--- src/rtl/key_event_pkg.sv ---
// Shared constants and types for the push-button event latch.
package key_event_pkg;

   localparam int unsigned NUM_KEYS          = 2;
   localparam int unsigned KEY_HIGH_IDX      = 0;
   localparam int unsigned KEY_LOW_IDX       = 1;
   localparam int unsigned DEBOUNCE_BITS_DEF = 16;
   localparam int unsigned REPEAT_EN_DEF     = 0;
   localparam int unsigned HOLD_BITS_DEF     = 24;
   localparam int unsigned REPEAT_BITS_DEF   = 22;

   typedef enum logic {
      PH_HOLD   = 1'b0,
      PH_REPEAT = 1'b1
   } rpt_phase_e;

   function automatic int unsigned max_u(input int unsigned a, input int unsigned b);
      return (a > b) ? a : b;
   endfunction

endpackage

--- src/rtl/key_debounce.sv ---
// One key: 2-flop synchronizer, debounce counter, debounced level,
// press pulse and optional auto-repeat timer.
module key_debounce
   import key_event_pkg::*;
#(
   parameter int unsigned DEBOUNCE_BITS = DEBOUNCE_BITS_DEF,
   parameter int unsigned REPEAT_EN     = REPEAT_EN_DEF,
   parameter int unsigned HOLD_BITS     = HOLD_BITS_DEF,
   parameter int unsigned REPEAT_BITS   = REPEAT_BITS_DEF
) (
   input  logic clk_i,
   input  logic rst_i,
   input  logic key_n_i,
   output logic level_o,
   output logic event_c_o
);

   localparam logic [DEBOUNCE_BITS-1:0] DB_MAX = '1;

   logic [1:0]               sync_q;
   logic [DEBOUNCE_BITS-1:0] cnt_q, cnt_d;
   logic                     level_q, level_d;
   logic                     differs, toggle, rise_c, fall_c, rpt_c;

   // Raw key is active-low; flops idle at 1 (released).
   always_ff @(posedge clk_i or posedge rst_i) begin
      if (rst_i) sync_q <= 2'b11;
      else       sync_q <= {sync_q[0], key_n_i};
   end

   always_comb begin
      differs = ((~sync_q[1]) != level_q);
      toggle  = differs && (cnt_q == DB_MAX);
      cnt_d   = (differs && !toggle) ? cnt_q + DEBOUNCE_BITS'(1) : '0;
      level_d = level_q ^ toggle;
      rise_c  = toggle & ~level_q;
      fall_c  = toggle & level_q;
   end

   always_ff @(posedge clk_i or posedge rst_i) begin
      if (rst_i) begin
         cnt_q   <= '0;
         level_q <= 1'b0;
      end else begin
         cnt_q   <= cnt_d;
         level_q <= level_d;
      end
   end

   if (REPEAT_EN != 0) begin : g_rpt
      localparam int unsigned CW = max_u(HOLD_BITS, REPEAT_BITS);
      localparam logic [CW-1:0] HOLD_MAX = CW'((64'd1 << HOLD_BITS) - 64'd1);
      localparam logic [CW-1:0] REP_MAX  = CW'((64'd1 << REPEAT_BITS) - 64'd1);

      rpt_phase_e    phase_q, phase_d;
      logic [CW-1:0] hcnt_q, hcnt_d;
      logic          fire;

      // Counter restarts on each press; first terminal count is the hold delay,
      // later ones are the repeat period.
      always_comb begin
         phase_d = phase_q;
         hcnt_d  = hcnt_q;
         fire    = 1'b0;
         if (rise_c || !level_q || fall_c) begin
            phase_d = PH_HOLD;
            hcnt_d  = '0;
         end else if (hcnt_q == ((phase_q == PH_HOLD) ? HOLD_MAX : REP_MAX)) begin
            fire    = 1'b1;
            phase_d = PH_REPEAT;
            hcnt_d  = '0;
         end else begin
            hcnt_d  = hcnt_q + CW'(1);
         end
      end

      always_ff @(posedge clk_i or posedge rst_i) begin
         if (rst_i) begin
            phase_q <= PH_HOLD;
            hcnt_q  <= '0;
         end else begin
            phase_q <= phase_d;
            hcnt_q  <= hcnt_d;
         end
      end

      assign rpt_c = fire;
   end else begin : g_no_rpt
      assign rpt_c = 1'b0;
   end

   assign level_o   = level_q;
   assign event_c_o = rise_c | rpt_c;

endmodule

--- src/rtl/key_event_latch.sv ---
// Two debounced push buttons feeding a single-slot event latch that a game
// tick consumes; KEY[0] wins when both fire together.
module key_event_latch
   import key_event_pkg::*;
#(
   parameter int unsigned DEBOUNCE_BITS = DEBOUNCE_BITS_DEF,
   parameter int unsigned REPEAT_EN     = REPEAT_EN_DEF,
   parameter int unsigned HOLD_BITS     = HOLD_BITS_DEF,
   parameter int unsigned REPEAT_BITS   = REPEAT_BITS_DEF
) (
   input  logic                MAX10_CLK1_50,
   input  logic                rst,
   input  logic [NUM_KEYS-1:0] KEY,
   input  logic                consume,
   output logic                pressed_high,
   output logic                pressed_low,
   output logic [NUM_KEYS-1:0] key_level,
   output logic                overrun
);

   logic [NUM_KEYS-1:0] lvl;
   logic [NUM_KEYS-1:0] ev_c;
   logic                ph_q, ph_d, pl_q, pl_d, ov_q, ov_d;
   logic                ev_h, ev_l;

   for (genvar k = 0; k < NUM_KEYS; k++) begin : g_key
      key_debounce #(
         .DEBOUNCE_BITS (DEBOUNCE_BITS),
         .REPEAT_EN     (REPEAT_EN),
         .HOLD_BITS     (HOLD_BITS),
         .REPEAT_BITS   (REPEAT_BITS)
      ) u_db (
         .clk_i     (MAX10_CLK1_50),
         .rst_i     (rst),
         .key_n_i   (KEY[k]),
         .level_o   (lvl[k]),
         .event_c_o (ev_c[k])
      );
   end

   // Clear on consume first, then the freed slot may take a new event.
   always_comb begin
      ph_d = ph_q;
      pl_d = pl_q;
      ov_d = ov_q;
      ev_h = ev_c[KEY_HIGH_IDX];
      ev_l = ev_c[KEY_LOW_IDX];
      if (consume && (ph_q || pl_q)) begin
         ph_d = 1'b0;
         pl_d = 1'b0;
         ov_d = 1'b0;
      end
      if (!(ph_d || pl_d)) begin
         if (ev_h) begin
            ph_d = 1'b1;
            ov_d = ev_l;
         end else if (ev_l) begin
            pl_d = 1'b1;
         end
      end else if (ev_h || ev_l) begin
         ov_d = 1'b1;
      end
   end

   always_ff @(posedge MAX10_CLK1_50 or posedge rst) begin
      if (rst) begin
         ph_q <= 1'b0;
         pl_q <= 1'b0;
         ov_q <= 1'b0;
      end else begin
         ph_q <= ph_d;
         pl_q <= pl_d;
         ov_q <= ov_d;
      end
   end

   assign pressed_high = ph_q;
   assign pressed_low  = pl_q;
   assign overrun      = ov_q;
   assign key_level    = lvl;

endmodule

--- config.mk ---
export PLATFORM = sky130hd
export DESIGN_NAME = key_event_latch
export DESIGN_NICKNAME = d
export VERILOG_FILES = /design/src/rtl/key_event_pkg.sv /design/src/rtl/key_debounce.sv /design/src/rtl/key_event_latch.sv
export SDC_FILE = /design/constraint.sdc
export NUM_CORES = 1
export LEC_CHECK = 0
export ABC_CLOCK_PERIOD_IN_PS = 4400
export BUFFER_PORTS_ARGS = -buffer_cell sky130_fd_sc_hd__buf_2
export CAP_MARGIN = 15
export CELL_PAD_IN_SITES_DETAIL_PLACEMENT = 1
export CELL_PAD_IN_SITES_GLOBAL_PLACEMENT = 2
export CORE_MARGIN = 2
export CORE_UTILIZATION = 42
export DETAILED_ROUTE_END_ITERATION = 10
export HOLD_SLACK_MARGIN = 0.15
export PLACE_DENSITY_LB_ADDON = 0.1
export SLEW_MARGIN = 10
export SYNTH_ARGS = -nofsm -noshare
export SYNTH_HDL_FRONTEND = slang
export SYNTH_SLANG_ARGS = --single-unit
--- constraint.sdc ---
create_clock -name MAX10_CLK1_50 -period 4.4 [get_ports MAX10_CLK1_50]
set_input_delay 0.66 -clock MAX10_CLK1_50 [delete_from_list [all_inputs] [get_ports MAX10_CLK1_50]]
set_output_delay 0.66 -clock MAX10_CLK1_50 [all_outputs]
set_load 0.01 [all_outputs]
==> metrics.txt <==
outcome completed; fin crit share 43.5%; Pwr Density 343 mW/mm2; GRT Residual Overflow 0; leading area contributor after synthesis dfrtp_1; DRC viols 0; Final Net Count 206; Worst-Margin Slew 0.671 ns; Yosys Warn Count 0; Required @ worst endpoint 4.58 ns; reg2reg start g_key[0].u_db.cnt_q[0]; CTS resizes 0; Post-Route Setup TNS 0 ns; I/O pin count 10; slew margin rel. 55.1%; R2R depth 8; Port Buffers 9; MaxCap Viol Count 0; H-tree levels 2; syn_area_per_cell 10.5 um2; Worst Skew 0.00555 ns; P&R area growth vs syn 9.22%; Synth async-reset ratio 100%; Detail Route Antenna Nets 0; Reg clk slew, reported paths 0.08 ns; largest net degree at the start of global routing 26; Seq/Total Area, Yosys 52.8%; CP Class reg -> reg; list of most frequent post-synthesis cells 37 x dfrtp_1, 34 x nor2_1, 22 x xor2_1, 13 x nand3_1; Hold Buf Count CTS 0; drt pass-1 iters 4; peak supply drop 247 uV; Area contributors post-synth dfrtp_1 47%, xor2_1 9.9%, nor2_1 6.5%, dfstp_2 5.4%, nand3_1 3.3%; Syn Nets 196; CTS root buffer clkbuf_8; Vert. Die Dim 72.2 um; CTS Buf Count 5; Detailed Route WL 3740 um; hold wc startpoint g_key[0].u_db.sync_q[0]; Final min period 1.92 ns; postcts setup bufs 0; CTS max path bufs 2; area of the die 0.00522 mm2; Skew-Pair Late Insertion Delay 0.29 ns; number of synthesized flops with an enable pin 0; post-synthesis cell area 0.00195 mm2; initial DRC count 57; Cell Area, Placed 0.00201 mm2; Hold Path Class reg -> reg; CP Capture Type flip-flop; Synth cell types 32; design area 0.00213 mm2; Overall Global Routing Usage 16.7%; row count 24; Vias 1,325; vias in the first global route 1,453; Hold Path Cell Cnt 0; Leak Pwr 0.976 nW; GP Congestion 0.752; layout cells sized above 1 15.2%; crit-path max FO 6; detailed placement HPWL 2670 um; Num Clock Sinks 41; global-route wire length before repair 6780 um; Finished Layout Cells 250; count leader, synth dfrtp_1; DR WL/cell 14.9 um; WP data arrival 2.10 ns; core area 0.00441 mm2; initial antenna violation count 0; RSZ-0062 raised after global routing no; die width 72.2 um; Most used DFF post-synth dfrtp_1; Peak Freq 522 MHz; number of synthesized register bits 41; Antenna Cells 0; placed cell count 242; Power Total 0.731 mW; CP startpoint g_key[0].u_db.cnt_q[0]; Final Setup Violations 0; top cell type's share of synthesized area 47.4%; Max Slew Vio Count 0; Starting Density 44.3%; drt via density 5.30; Startpoint Class flip-flop; Synth Instances 187; count of final hold-check violations 0; CTS tree done
==> kinds of logic after synthesis <==
family	Yosys count	share of synthesized area, %
and+or+nand+nor	92	25.5
DFF	41	52.8
xor gates and xnor gates	27	12.1
buffers and inverters	14	4.29
AOI/OAI and AO/OA	9	2.75
adders and majority gates	4	2.56
==> cell usage in the layout, fill, tap and decap left out, types with 3 or more instances in the layout <==
master     n
a21oi_1    3
and4_1     6
buf_2      9
clkbuf_8   6
dfrtp_1   37
dfstp_2    4
ha_1       4
inv_1      7
nand2_1    9
nand3_1   13
nand3b_1   3
nand4_1    9
nor2_1    34
o21ai_0    3
or3_1      3
xnor2_1    5
xor2_1    22
==> registers in the layout, indices dropped and copies added, names as in the netlist <==
register and count:
g_key.u_db.sync_q 4, pressed_high 1, overrun 1, pressed_low 1, g_key.u_db.level_o 2, g_key.u_db.cnt_q 32
==> per-layer routing <==
metal | vias to the layer above | wire length [um] | global-route usage [%]
met3 | 6 | 110 | 4.17
met1 | 658 | 1810 | 22.7
met5 | - | 0 | 0
met4 | 0 | 25 | 5.03
li1 | 648 | - | -
met2 | 13 | 1790 | 26.5
==> worst paths after layout <==
kind	end	slack, ns
setup reg to reg	overrun	2.48
hold reg to reg	g_key[0].u_db.sync_q[1]	0.36
min in group asynchronous	g_key[1].u_db.level_o	0.45
max in group asynchronous	g_key[0].u_db.cnt_q[9]	3.16
setup / recovery	overrun	2.48
hold / removal	g_key[0].u_db.sync_q[1]	0.36
==> where the power goes <==
part	total (mW)	internal, mW	switching, mW
registers	0.390	0.384	0.00613
clock network	0.316	0.184	0.131
logic	0.0252	0.00755	0.0177
==> metrics by stage <==
| step | utilization [%] | worst slack, ns | hold slack (ns) |
|---|---|---|---|
| after floorplan | - | 2.66 | 0.345 |
| after global placement | 45.6 | 2.55 | 0.348 |
| after detailed placement | 45.6 | 2.47 | 0.348 |
| after CTS | 48.4 | 2.47 | 0.361 |
| after global routing | 48.4 | 2.28 | 0.364 |
| final | 48.4 | 2.48 | 0.358 |
==> critical path: stages (launching register included) <==
cell and delay (ns):
dfrtp_1 0.39, ha_1 0.21, and4_1 0.36, and2_4 0.21, nand3_1 0.07, nor2_1 0.11, ha_1 0.25, nand3b_1 0.13
o21ai_0 0.07
==> area by class of cell <==
type                            instances  area, um2
Fill cell                             505       2280
Sequential cell                        41       1030
Multi-Input combinational cell        132        840
Clock buffer                            6       82.6
Tap cell                               52       65.1
Timing Repair Buffer                   10       52.6
Clock inverter                          2       37.5
Inverter                                7       26.3
(Power assumes the default switching activity.)
